<file path="config.mk">
export PLATFORM = sky130hd
export DESIGN_NAME = resp_framer_flat
export DESIGN_NICKNAME = d
export VERILOG_FILES = /design/src/rtl/resp_framer_if.sv /design/src/rtl/resp_framer.sv /design/src/flat_wrapper.sv
export SDC_FILE = /design/constraint.sdc
export NUM_CORES = 1
export LEC_CHECK = 0
export CAP_MARGIN = 40
export CORE_MARGIN = 2
export CORE_UTILIZATION = 59
export CTS_CLUSTER_SIZE = 8
export DETAILED_ROUTE_END_ITERATION = 10
export PLACE_DENSITY_LB_ADDON = 0.15
export SYNTH_ARGS = -nofsm -noshare
export SYNTH_HDL_FRONTEND = slang
export SYNTH_SLANG_ARGS = --single-unit
</file>
<file path="constraint.sdc">
create_clock -name clk_50mhz -period 5.8 [get_ports clk_50mhz]
set_clock_uncertainty 0.15 [all_clocks]
set_input_delay 0.58 -clock clk_50mhz [delete_from_list [all_inputs] [get_ports clk_50mhz]]
set_output_delay 0.58 -clock clk_50mhz [all_outputs]
set_load 0.05 [all_outputs]
</file>
<file path="src/rtl/resp_framer_if.sv">
// Bundle of dispatcher handshake, uart_tx and sample-memory read signals for resp_framer.
// The master side is the framer; the slave side is the surrounding system.
interface resp_framer_if #(
    parameter int ADDR_WIDTH = 8
);
    logic                  activate;
    logic                  done;
    logic [7:0]            cmd;
    logic [ADDR_WIDTH-1:0] start_addr;
    logic [7:0]            length;

    logic [7:0]            tx_data;
    logic                  tx_start;
    logic                  tx_active;
    logic                  tx_done;

    logic [ADDR_WIDTH-1:0] mem_addr;
    logic                  mem_oe;
    logic [7:0]            mem_data;

    modport master (
        input  activate, cmd, start_addr, length,
        input  tx_active, tx_done, mem_data,
        output done, tx_data, tx_start, mem_addr, mem_oe
    );

    modport slave (
        output activate, cmd, start_addr, length,
        output tx_active, tx_done, mem_data,
        input  done, tx_data, tx_start, mem_addr, mem_oe
    );
endinterface

</file>
<file path="src/rtl/resp_framer.sv">
// Sends a response frame (SYNC, cmd, len, payload..., XOR checksum) over uart_tx,
// reading the payload from sample memory while the dispatcher holds activate.
module resp_framer #(
    parameter int         ADDR_WIDTH = 8,
    parameter logic [7:0] SYNC_BYTE  = 8'hA5
) (
    input logic          clk_50mhz,
    input logic          reset,
    resp_framer_if.master bus
);
    localparam logic [2:0] IDLE      = 3'd0;
    localparam logic [2:0] LATCH     = 3'd1;
    localparam logic [2:0] ISSUE     = 3'd2;
    localparam logic [2:0] WAIT_DONE = 3'd3;
    localparam logic [2:0] NEXT      = 3'd4;
    localparam logic [2:0] FETCH     = 3'd5;
    localparam logic [2:0] CAPTURE   = 3'd6;
    localparam logic [2:0] FINISH    = 3'd7;

    localparam logic [2:0] F_SYNC    = 3'd0;
    localparam logic [2:0] F_CMD     = 3'd1;
    localparam logic [2:0] F_LEN     = 3'd2;
    localparam logic [2:0] F_PAYLOAD = 3'd3;
    localparam logic [2:0] F_CSUM    = 3'd4;

    logic [2:0]            state;
    logic [2:0]            field;
    logic [7:0]            cmd_q;
    logic [ADDR_WIDTH-1:0] addr_q;
    logic [7:0]            len_q;
    logic [7:0]            idx;
    logic [7:0]            tx_byte;
    logic [7:0]            csum;

    logic                  done_r;
    logic                  tx_start_r;
    logic [7:0]            tx_data_r;
    logic [ADDR_WIDTH-1:0] mem_addr_r;
    logic                  mem_oe_r;

    assign bus.done     = done_r;
    assign bus.tx_start = tx_start_r;
    assign bus.tx_data  = tx_data_r;
    assign bus.mem_addr = mem_addr_r;
    assign bus.mem_oe   = mem_oe_r;

    always_ff @(posedge clk_50mhz or negedge reset) begin
        if (!reset) begin
            state      <= IDLE;
            field      <= F_SYNC;
            cmd_q      <= '0;
            addr_q     <= '0;
            len_q      <= '0;
            idx        <= '0;
            tx_byte    <= '0;
            csum       <= '0;
            done_r     <= 1'b0;
            tx_start_r <= 1'b0;
            tx_data_r  <= '0;
            mem_addr_r <= '0;
            mem_oe_r   <= 1'b0;
        end else begin
            tx_start_r <= 1'b0;
            case (state)
                IDLE: begin
                    done_r   <= 1'b0;
                    mem_oe_r <= 1'b0;
                    if (bus.activate)
                        state <= LATCH;
                end
                LATCH: begin
                    cmd_q   <= bus.cmd;
                    addr_q  <= bus.start_addr;
                    len_q   <= bus.length;
                    csum    <= '0;
                    idx     <= '0;
                    tx_byte <= SYNC_BYTE;
                    field   <= F_SYNC;
                    state   <= ISSUE;
                end
                ISSUE: begin
                    if (!bus.tx_active) begin
                        tx_data_r  <= tx_byte;
                        tx_start_r <= 1'b1;
                        state      <= WAIT_DONE;
                    end
                end
                WAIT_DONE: begin
                    if (bus.tx_done)
                        state <= NEXT;
                end
                NEXT: begin
                    // Abort is only taken here, so a byte already handed to uart_tx always completes.
                    if (!bus.activate) begin
                        state <= IDLE;
                    end else begin
                        case (field)
                            F_SYNC: begin
                                tx_byte <= cmd_q;
                                csum    <= csum ^ cmd_q;
                                field   <= F_CMD;
                                state   <= ISSUE;
                            end
                            F_CMD: begin
                                tx_byte <= len_q;
                                csum    <= csum ^ len_q;
                                field   <= F_LEN;
                                state   <= ISSUE;
                            end
                            F_LEN, F_PAYLOAD: begin
                                if (idx < len_q) begin
                                    state <= FETCH;
                                end else begin
                                    tx_byte <= csum;
                                    field   <= F_CSUM;
                                    state   <= ISSUE;
                                end
                            end
                            default: state <= FINISH;
                        endcase
                    end
                end
                FETCH: begin
                    mem_addr_r <= addr_q + ADDR_WIDTH'(idx);
                    mem_oe_r   <= 1'b1;
                    state      <= CAPTURE;
                end
                CAPTURE: begin
                    tx_byte  <= bus.mem_data;
                    csum     <= csum ^ bus.mem_data;
                    idx      <= idx + 8'd1;
                    mem_oe_r <= 1'b0;
                    field    <= F_PAYLOAD;
                    state    <= ISSUE;
                end
                FINISH: begin
                    if (bus.activate) begin
                        done_r <= 1'b1;
                    end else begin
                        done_r <= 1'b0;
                        state  <= IDLE;
                    end
                end
                default: state <= IDLE;
            endcase
        end
    end
endmodule

</file>
<file path="src/flat_wrapper.sv">
// flat-port wrapper written by rule: the top's interface ports become plain ports
module resp_framer_flat 
#(
    parameter int         ADDR_WIDTH = 8,
    parameter logic [7:0] SYNC_BYTE  = 8'hA5
)
  (clk_50mhz, reset, bus_activate, bus_cmd, bus_start_addr, bus_length, bus_tx_active, bus_tx_done, bus_mem_data, bus_done, bus_tx_data, bus_tx_start, bus_mem_addr, bus_mem_oe);
  resp_framer_if #(.ADDR_WIDTH(ADDR_WIDTH)) bus_i ();
  input logic clk_50mhz;
  input logic reset;
  input wire logic [$bits(bus_i.activate)-1:0] bus_activate;
  input wire logic [$bits(bus_i.cmd)-1:0] bus_cmd;
  input wire logic [$bits(bus_i.start_addr)-1:0] bus_start_addr;
  input wire logic [$bits(bus_i.length)-1:0] bus_length;
  input wire logic [$bits(bus_i.tx_active)-1:0] bus_tx_active;
  input wire logic [$bits(bus_i.tx_done)-1:0] bus_tx_done;
  input wire logic [$bits(bus_i.mem_data)-1:0] bus_mem_data;
  output wire logic [$bits(bus_i.done)-1:0] bus_done;
  output wire logic [$bits(bus_i.tx_data)-1:0] bus_tx_data;
  output wire logic [$bits(bus_i.tx_start)-1:0] bus_tx_start;
  output wire logic [$bits(bus_i.mem_addr)-1:0] bus_mem_addr;
  output wire logic [$bits(bus_i.mem_oe)-1:0] bus_mem_oe;
  assign bus_i.activate = bus_activate;
  assign bus_i.cmd = bus_cmd;
  assign bus_i.start_addr = bus_start_addr;
  assign bus_i.length = bus_length;
  assign bus_i.tx_active = bus_tx_active;
  assign bus_i.tx_done = bus_tx_done;
  assign bus_i.mem_data = bus_mem_data;
  assign bus_done = bus_i.done;
  assign bus_tx_data = bus_i.tx_data;
  assign bus_tx_start = bus_i.tx_start;
  assign bus_mem_addr = bus_i.mem_addr;
  assign bus_mem_oe = bus_i.mem_oe;
  resp_framer #(.ADDR_WIDTH(ADDR_WIDTH), .SYNC_BYTE(SYNC_BYTE)) u_core (.clk_50mhz(clk_50mhz), .reset(reset), .bus(bus_i));
endmodule
</file>
==> flow_summary.yaml, run 1 <==
status:
  status: "finished with violations"
  violations: "DRC"
place:
  io_buffers: 55
  hpwl_um: 6560
  place.gp.congestion: 0.907
global_routing:
  grt_pass1_wl_um: 15700
  grt_use_met2_pct: 42.3
  antenna_found_initial: 0
  grt.busiest_layer: "met2"
  grt_overflow: 0
  grt_max_degree: 39
  grt_use_met3_pct: 4.23
  use_met1_pct: 38.8
  grt_use_total_pct: 27.0
  first_global_vias: 3265
cts:
  htree_num_levels: 3
  clk_latency_ns: 0.35
  cts_tree: "done"
  cts_sinks: 73
  clockBufferDepth: 2
  path_clk_slew_ns: 0.08
  numCtsBuffers: 9
  cts_resized: 0
  ctsHoldBuffers: 0
  post_cts.repair.setup_buffers: 0
  cts_root_buffer: "clkbuf_8"
detailed_routing:
  routed_wl_um: 8980
  dr.first_iter.drc_count: 327
  antenna_left: 0
  vias_per_cell: 5.85
  num_vias: 3258
  drtPass1Iterations: 8
  remaining_drc_errors: 5
  routedWlPerCell_um: 16.1
floorplanning:
  core_um2: 6420
  die_width_um: 85.9
  rows: 29
  ioPinCount: 56
  die_y_um: 85.9
  initial_core_util_pct: 61.6
  die_area_um2: 7370
timing:
  slew_headroom_pct: 39.5
  hold_viol_final: 0
  max_slew.worst_pin.slew_ns: 0.908
  fin_crit_ns: 3.25
  timing.final.setup_violations: 0
  fin_crit_sh_pct: 56.0
  final_max_slew_viol_count: 0
  max_freq_mhz: 308
  finalSetupTns_ns: 0
  rsz0062_at_grt: "no"
power:
  power_switching_mw: 1.12
  p_leak_nw: 2.25
  p_per_area_nw_per_um2: 528
  p_int_mw: 1.40
  irDropWorstVdd_mv: 0.265
  combPwrFrac_pct: 46.3
  clock_power_share_pct: 16.2
  p_seq_share_pct: 37.5
  sw_frac_of_total_pct: 44.6
yosys:
  ys_ff_latch: 73
  synth-seq-area-share_pct: 46.2
  synth_edf_count: 0
  syn_area_um2: 3950
  synthArstFlopShare_pct: 100
  ys.flop_type: "dfrtp_1"
  post-synth-top-count-cell: "nand2_1"
  synth_top_area_share_pct: 46.2
  synth_nets: 475
  synth_area_leader_cell: "dfrtp_1"
  syn_inst: 422
  yosys_warnings: 0
  yosysUniqueCellTypes: 49
  synth_commonest_cells: "nand2_1 (86), dfrtp_1 (73), o21ai_0 (37), a21oi_1 (26), nor2_1 (25)"
  syn_area_per_cell_um2: 9.37
  synth_area_leaders: "dfrtp_1 (46%), nand2_1 (8.2%), ha_1 (4.7%), o21ai_0 (4.7%), mux2_2 (4.0%)"
setup_path:
  required_ns: 5.89
  path_max_fanout: 30
  path_class: "flop to flop"
  critPathLaunchType: "flop"
  worstSetupEndpointType: "flop"
  cp.arrival_ns: 3.33
layout:
  nFillCells: 478
  fin_util_pct: 74.2
  drive_gt1_share_pct: 9.58
  antenna_cells: 0
  fin_nets: 528
  area_growth_pct: 20.6
min_path:
  hold_class: "primary input to async pin"
run:
  max_cap_viol_count: 0
through the flow:
step | power (mW) | area [um2] | hold WS, ns | cells | setup slack (ns)
after floorplan | 1.76 | 3950 | 0.134 | 422 | 3.71
after global placement | 2.07 | 4540 | 0.311 | 540 | 2.68
after detailed placement | 2.11 | 4560 | 0.319 | 541 | 2.61
after CTS | 2.52 | 4770 | 0.121 | 557 | 2.60
after global routing | 2.71 | 4770 | 0.150 | 557 | 2.32
final | 2.52 | 4770 | 0.105 | 557 | 2.55
critical path, stage by stage (launching register included):
cell and delay (ns):
dfrtp_1 0.72, inv_1 0.55, nand3_2 0.58, and2_4 0.40
a41oi_4 0.35, mux2_2 0.38
power by group through the flow:
stage               Sequential, mW  Combinational (mW)  Clock [mW]
floorplan                     1.02               0.748           0
global placement             0.942                1.13           0
detailed placement           0.950                1.16           0
CTS                          0.940                1.17       0.414
global route                 0.976                1.30       0.438
finish                       0.945                1.17       0.407
final cells by class:
| cell class | count | area (um2) | area share, % |
|---|---|---|---|
| clock buffers | 9 | 124 | 2.60 |
| clock inverters | 7 | 80.1 | 1.68 |
| well taps | 77 | 96.3 | 2.02 |
| flip-flops and latches | 73 | 1830 | 38.3 |
| inverters | 16 | 60.1 | 1.26 |
| repair buffers | 59 | 588 | 12.3 |
| multi-input cells | 316 | 1990 | 41.8 |
flip-flops by register name, indices dropped and copies added, names as in the netlist:
register             count
u_core.addr_q            8
u_core.bus.mem_addr      8
u_core.bus.tx_data       8
u_core.cmd_q             8
u_core.csum              8
u_core.idx               8
u_core.len_q             8
u_core.tx_byte           8
u_core.field             3
u_core.state             3
u_core.bus.done          1
u_core.bus.mem_oe        1
u_core.bus.tx_start      1
layer usage:
layer  vias up  share of wire (%)
li1       1591                  -
met1      1553                 47
met2        97                 47
met3        17                4.6
met4         0                1.7
met5         -                  0
layout by cell type, fill, tap and decap left out, drive strengths merged, types with 9 or more instances in the layout:
cell	count
a21oi	26
clkdlybuf4s50	54
dfrtp	73
nand2	86
mux2	14
mux2i	12
ha	15
clkbuf	9
o21ai	37
inv	17
nand3	10
nor2	25
a21o	12
cells by family (layout without fill, tap and decap cells):
family / after synthesis / in the layout / synth area share [%]
adders and majority gates: 16 / 16 / 5.25
muxes: 26 / 26 / 7.03
and+or+nand+nor: 154 / 154 / 17.9
AOI/OAI and AO/OA: 115 / 115 / 19.0
buffers and inverters: 33 / 91 / 3.54
DFF: 73 / 73 / 46.2
xor gates and xnor gates: 5 / 5 / 1.11
final timing paths:
check / startpoint / end / slack, ns / cells after the start
max reg2reg: u_core.state[1]$_DFFE_PN0P_ / u_core.tx_byte[3]$_DFFE_PN0P_ / 2.55 / 5
min: reset / u_core.addr_q[4]$_DFFE_PN0N_ / 0.11 / 2
max in group asynchronous: reset / u_core.csum[7]$_DFFE_PN0P_ / 4.85 / 3
min reg2reg: u_core.bus.mem_addr[7]$_DFFE_PN0P_ / u_core.bus.mem_addr[7]$_DFFE_PN0P_ / 0.33 / 2
max: u_core.state[1]$_DFFE_PN0P_ / u_core.tx_byte[3]$_DFFE_PN0P_ / 2.55 / 5
min in group clk_50mhz: u_core.bus.mem_addr[7]$_DFFE_PN0P_ / u_core.bus.mem_addr[7]$_DFFE_PN0P_ / 0.33 / 2
Power figures use the tool's default switching activity.
==> run 2, diff against run 1 <==
--- a/config.mk
+++ b/config.mk
@@ -7,7 +7,7 @@
 export LEC_CHECK = 0
 export CAP_MARGIN = 40
 export CORE_MARGIN = 2
-export CORE_UTILIZATION = 59
+export CORE_UTILIZATION = 55
 export CTS_CLUSTER_SIZE = 8
 export DETAILED_ROUTE_END_ITERATION = 10
 export PLACE_DENSITY_LB_ADDON = 0.15
==> constraint.sdc (replaced) <==
create_clock -name clk_50mhz -period 3.03 [get_ports clk_50mhz]
set_clock_uncertainty 0.15 [all_clocks]
set_input_delay 0.303 -clock clk_50mhz [delete_from_list [all_inputs] [get_ports clk_50mhz]]
set_output_delay 0.303 -clock clk_50mhz [all_outputs]
set_load 0.05 [all_outputs]
==> run 2 against run 1 <==
Against the previous run:
- the flow now finishes without violations
- core utilization fell by 3.6 points
- largest cell class unchanged
- sequential share of layout area fell by 0.65 points
- clock-buffer cell count did not move
- global-route usage fell by 1.9 points
- first-iteration DRC count fell by 15%
- sequential power rose by 84%
- largest power group unchanged
==> flow_summary.yaml, run 2 (synthesized netlist as in run 1, its figures left out) <==
cts:
  cts_tree: "done"
  cts_resized: 0
  numCtsBuffers: 9
  post_cts.repair.setup_buffers: 0
  ctsHoldBuffers: 1
  clockBufferDepth: 2
  cts_root_buffer: "clkbuf_8"
  clk_latency_ns: 0.35
  path_clk_slew_ns: 0.08
  htree_num_levels: 3
  cts_sinks: 73
detailed_routing:
  num_vias: 3315
  vias_per_cell: 5.72
  remaining_drc_errors: 0
  drtPass1Iterations: 4
  dr.first_iter.drc_count: 278
  routed_wl_um: 9080
  antenna_left: 0
  routedWlPerCell_um: 15.7
floorplanning:
  die_width_um: 88.8
  die_area_um2: 7880
  rows: 30
  die_y_um: 88.8
  initial_core_util_pct: 57.6
  ioPinCount: 56
  core_um2: 6870
layout:
  stdcell_count: 580
  antenna_cells: 0
  fin_nets: 532
  final_common_cell: "nand2_1"
  final_cell_mix: "nand2_1 (86), dfrtp_1 (73), clkdlybuf4s50_1 (54)"
  finalInstanceArea_um2: 4850
  nFillCells: 546
  drive_gt1_share_pct: 10.1
  area_growth_pct: 22.7
power:
  p_per_area_nw_per_um2: 1030
  p_leak_nw: 2.28
  combPwrFrac_pct: 46.7
  clock_power_share_pct: 18.5
  sw_frac_of_total_pct: 43.0
  p_seq_share_pct: 34.8
  power_switching_mw: 2.15
  irDropWorstVdd_mv: 0.408
  p_int_mw: 2.85
global_routing:
  grt_use_total_pct: 25.1
  grt_overflow: 0
  grt.busiest_layer: "met1"
  use_met1_pct: 37.1
  grt_max_degree: 34
  first_global_vias: 3183
  antenna_found_initial: 0
  grt_pass1_wl_um: 15300
  grt_use_met3_pct: 3.54
  grt_use_met2_pct: 36.6
setup_path:
  worstSetupEndpointType: "flop"
  reg2reg_slack_ns: 0.66
  worstReg2RegEnd: "u_core.tx_byte[3]$_DFFE_PN0P_"
  path_class: "flop to flop"
  rr_startpoint: "u_core.idx[2]$_DFFE_PN0N_"
  critPathLaunchType: "flop"
  reg2reg_depth: 6
  path_max_fanout: 8
  cp.arrival_ns: 2.46
  required_ns: 3.12
place:
  io_buffers: 55
  place.gp.congestion: 0.913
  hpwl_um: 6520
  postPlaceCellArea_um2: 4600
  post-place-ws_ns: 0.650
  post-place-cells: 563
timing:
  max_freq_mhz: 422
  finalSetupTns_ns: 0
  rsz0062_at_grt: "no"
  finalWorstSetupSlack_ns: 0.660
  slew_headroom_pct: 47.0
  fin_crit_sh_pct: 78.2
  timing.final.setup_violations: 0
  max_slew.worst_pin.slew_ns: 0.793
  hold_slack_ns: 0.329
  final_max_slew_viol_count: 0
  fin_crit_ns: 2.37
  hold_viol_final: 0
min_path:
  hold_path_startpoint: "bus_start_addr[2]"
  hold-path-endpoint: "u_core.addr_q[2]$_DFFE_PN0N_"
  holdPathStages: 3
  hold_class: "primary input to flop"
run:
  max_cap_viol_count: 0
status:
  status: "finished clean"
-- run 2: changes by cell type in the layout (fill, tap and decap cells not counted) --
| cell | before | now |
|---|---|---|
| dlygate4sd3_1 | 0 | 1 |
| buf_4 | 3 | 7 |
| clkinv_2 | 0 | 1 |
| inv_6 | 1 | 0 |
| clkinv_4 | 3 | 1 |
| bufinv_16 | 1 | 3 |
| buf_12 | 1 | 0 |
-- run 2: area by class of cell --
class,count,area (um2),area share (%)
inverters,16,60.1,1.24
clock inverters,7,119,2.45
flip-flops and latches,73,1830,37.7
multi-input cells,316,1990,41.1
clock buffers,9,124,2.55
repair buffers,63,608,12.5
well taps,96,120,2.48
-- run 2: power by group through the flow --
stage / combinational (mW) / sequential (mW) / clock (mW)
after floorplan: 1.43 / 1.94 / 0
after detailed placement: 2.31 / 1.75 / 0
after CTS: 2.34 / 1.73 / 0.930
after global routing: 2.60 / 1.80 / 0.982
after global placement: 2.26 / 1.72 / 0
final: 2.34 / 1.74 / 0.926
-- run 2: worst max-delay path by stage --
| stage | from | end | slack, ns |
|---|---|---|---|
| 5_1_grt | u_core.idx[2]$_DFFE_PN0N_ | u_core.tx_byte[4]$_DFFE_PN0P_ | 0.48 |
| 3_5_place_dp | bus_activate | u_core.tx_byte[3]$_DFFE_PN0P_ | 0.65 |
| 4_1_cts | u_core.idx[2]$_DFFE_PN0N_ | u_core.tx_byte[3]$_DFFE_PN0P_ | 0.68 |
| 2_1_floorplan | u_core.idx[2]$_DFFE_PN0N_ | u_core.tx_byte[1]$_DFFE_PN0P_ | 0.94 |
| 6_report | u_core.idx[2]$_DFFE_PN0N_ | u_core.tx_byte[3]$_DFFE_PN0P_ | 0.66 |
| 3_3_place_gp | u_core.idx[2]$_DFFE_PN0N_ | u_core.tx_byte[4]$_DFFE_PN0P_ | 0.73 |
-- run 2: per-layer routing --
layer / share of wire, % / wire, um / vias to the layer above
li1: - / - / 1607
met5: 0 / 0 / -
met2: 44 / 4020 / 114
met3: 4.9 / 445 / 20
met4: 2.5 / 228 / 0
met1: 48 / 4390 / 1574
-- run 2: through the flow --
| step | utilization [%] | power, mW |
|---|---|---|
| after floorplan | - | 3.38 |
| after global placement | 66.9 | 3.99 |
| after detailed placement | 66.9 | 4.07 |
| after CTS | 70.6 | 5.00 |
| after global routing | 70.6 | 5.37 |
| final | 70.6 | 5.01 |
-- run 2: critical path: stages (launching register included) --
cell	delay, ns
dfrtp_1	0.45
ha_1	0.33
a21oi_1	0.13
o21ai_0	0.09
a22oi_1	0.48
a41oi_4	0.28
mux2_2	0.34
==> run 3, diff against run 2 <==
--- a/config.mk
+++ b/config.mk
@@ -7,7 +7,7 @@
 export LEC_CHECK = 0
 export CAP_MARGIN = 40
 export CORE_MARGIN = 2
-export CORE_UTILIZATION = 55
+export CORE_UTILIZATION = 50
 export CTS_CLUSTER_SIZE = 8
 export DETAILED_ROUTE_END_ITERATION = 10
 export PLACE_DENSITY_LB_ADDON = 0.15
==> constraint.sdc (replaced) <==
create_clock -name clk_50mhz -period 1.9 [get_ports clk_50mhz]
set_clock_uncertainty 0.15 [all_clocks]
set_input_delay 0.19 -clock clk_50mhz [delete_from_list [all_inputs] [get_ports clk_50mhz]]
set_output_delay 0.19 -clock clk_50mhz [all_outputs]
set_load 0.05 [all_outputs]
==> run 3 against run 2 <==
Against the previous run:
- the flow now finishes with violations (setup timing)
- register-to-register slack worse by 0.86 ns
- combinational power up 110%
- flip-flop and latch count unchanged
- final area up 15%
- sequential share of layout area down 4.8 points
- via count up 6.3%
- largest cell class unchanged
==> flow_summary.yaml, run 3 (synthesized netlist as in run 1, its figures left out) <==
global_routing:
  grt_use_total_pct: 24.2
  grt_max_degree: 74
  grt_overflow: 0
  grt_pass1_wl_um: 16400
  first_global_vias: 3364
  antenna_found_initial: 0
power:
  p_per_area_nw_per_um2: 1650
  p_leak_nw: 2.66
  p_int_mw: 5.43
  combPwrFrac_pct: 52.8
  p_seq_share_pct: 29.1
  finalPower_mw: 9.21
  sw_frac_of_total_pct: 41.0
  power_switching_mw: 3.77
  clock_power_share_pct: 18.1
  irDropWorstVdd_mv: 0.676
setup_path:
  required_ns: 1.98
  reg2reg_depth: 6
  worstSetupEndpointType: "flop"
  reg2reg_slack_ns: -0.20
  path_cells: "ha_4, a21oi_2, o21ai_1, a22oi_2, a41oi_4, mux2_4"
  worstReg2RegEnd: "u_core.tx_byte[3]$_DFFE_PN0P_"
  cp.arrival_ns: 2.19
  path_max_fanout: 6
  critPathLaunchType: "flop"
  path_class: "flop to flop"
  rr_startpoint: "u_core.idx[2]$_DFFE_PN0N_"
  slowest_delay_ns: 0.45
  cp_slowest_cell: "dfrtp_1"
cts:
  cts_sinks: 73
  cts_root_buffer: "clkbuf_8"
  htree_num_levels: 3
  path_clk_slew_ns: 0.09
  numCtsBuffers: 9
  cts_tree: "done"
  clk_latency_ns: 0.35
  clockBufferDepth: 2
floorplanning:
  ioPinCount: 56
  die_y_um: 92.9
  die_width_um: 92.9
  core_um2: 7690
  initial_core_util_pct: 51.4
  rows: 32
  die_area_um2: 8640
timing:
  slew_headroom_pct: 66.4
  fin_crit_sh_pct: 111
  finalWorstSetupSlack_ns: -0.204
  timing.final.setup_violations: 13
  rsz0062_at_grt: "yes"
  max_freq_mhz: 475
  hold_slack_ns: 0.205
  fin_crit_ns: 2.10
  hold_viol_final: 0
  finalSetupTns_ns: -1.81
  max_slew.worst_pin.slew_ns: 0.504
  final_max_slew_viol_count: 0
detailed_routing:
  dr.first_iter.drc_count: 246
  drtPass1Iterations: 5
  antenna_left: 0
  routed_wl_um: 9990
  num_vias: 3523
  vias_per_cell: 5.48
  routedWlPerCell_um: 15.5
  remaining_drc_errors: 0
layout:
  area_growth_pct: 40.9
  fin_nets: 589
  antenna_cells: 0
  stdcell_count: 643
  final_common_cell: "nand2_1"
  seq_area_um2: 1830
  fin_util_pct: 72.4
  finalInstanceArea_um2: 5570
  drive_gt1_share_pct: 25.3
  final_cell_mix: "nand2_1 (86), dfrtp_1 (72), buf_4 (61)"
  nFillCells: 604
  multi_input_area_um2: 2200
run:
  max_cap_viol_count: 0
place:
  postPlaceCellArea_um2: 5030
  io_buffers: 55
  hpwl_um: 6880
  place.gp.congestion: 0.838
  post-place-ws_ns: -0.249
  post-place-cells: 620
min_path:
  hold_path_startpoint: "bus_cmd[7]"
  hold-path-endpoint: "u_core.cmd_q[7]$_DFFE_PN0N_"
  holdPathStages: 3
  hold_class: "primary input to flop"
status:
  status: "finished with violations"
  violations: "setup timing"
-- run 3: changes by cell type in the layout (fill, tap and decap cells not counted), sizes merged --
cell           delta
dlymetal6s2s      +2
inv               +1
clkinv            -1
buf              +59
bufinv            +1
clkdlybuf4s50     -4
clkbuf            +1
clkinvlp          -2
-- run 3: timing repair --
item | in CTS | in global routing
gates resized for setup | 17 | 24
buffers inserted | 3 | 3
hold buffers | 1 | 0
setup endpoints to repair | 16 | 21
cloned | 0 | 0
endpoints found under the hold margin | 73 | 0
pin swaps | 9 | 13
-- run 3: how the worst max path moves through the flow --
stage | cells after the start | start | end
final | 6 | u_core.idx[2]$_DFFE_PN0N_ | u_core.tx_byte[3]$_DFFE_PN0P_
after global routing | 8 | u_core.len_q[5]$_DFFE_PN0N_ | u_core.tx_byte[0]$_DFFE_PN0P_
after CTS | 6 | u_core.idx[6]$_DFFE_PN0N_ | u_core.tx_byte[3]$_DFFE_PN0P_
after detailed placement | 6 | bus_activate | u_core.tx_byte[4]$_DFFE_PN0P_
after global placement | 6 | bus_activate | u_core.tx_byte[6]$_DFFE_PN0P_
after floorplan | 6 | u_core.idx[2]$_DFFE_PN0N_ | u_core.tx_byte[1]$_DFFE_PN0P_
-- run 3: final cells by class --
cell class,count,share of cell area (%)
tap,102,2.29
timing repair buffer,120,19.4
sequential,73,32.8
inverter,16,1.08
clock buffer,10,2.47
clock inverter,6,2.47
multi-input combinational,316,39.5
-- run 3: power groups by stage --
| stage | clock, mW | combinational (mW) | sequential, mW |
|---|---|---|---|
| 2_1_floorplan | 0 | 2.32 | 3.11 |
| 3_3_place_gp | 0 | 4.33 | 2.63 |
| 3_5_place_dp | 0 | 4.42 | 2.66 |
| 4_1_cts | 1.69 | 4.58 | 2.65 |
| 5_1_grt | 1.76 | 5.31 | 2.76 |
| 6_report | 1.67 | 4.87 | 2.68 |
-- run 3: metal layers --
| layer | wire, um | GRT usage (%) |
|---|---|---|
| met4 | 191 | 8.58 |
| met1 | 4840 | 35.9 |
| met5 | 0 | 0 |
| met3 | 415 | 3.25 |
| met2 | 4540 | 36.4 |
-- run 3: critical path, delay by kind of cell (launching register included) --
kind / cells / cell delay [ns]
compound gates: 4 / 0.79
flops: 1 / 0.45
mux: 1 / 0.36
fa+ha+maj: 1 / 0.24
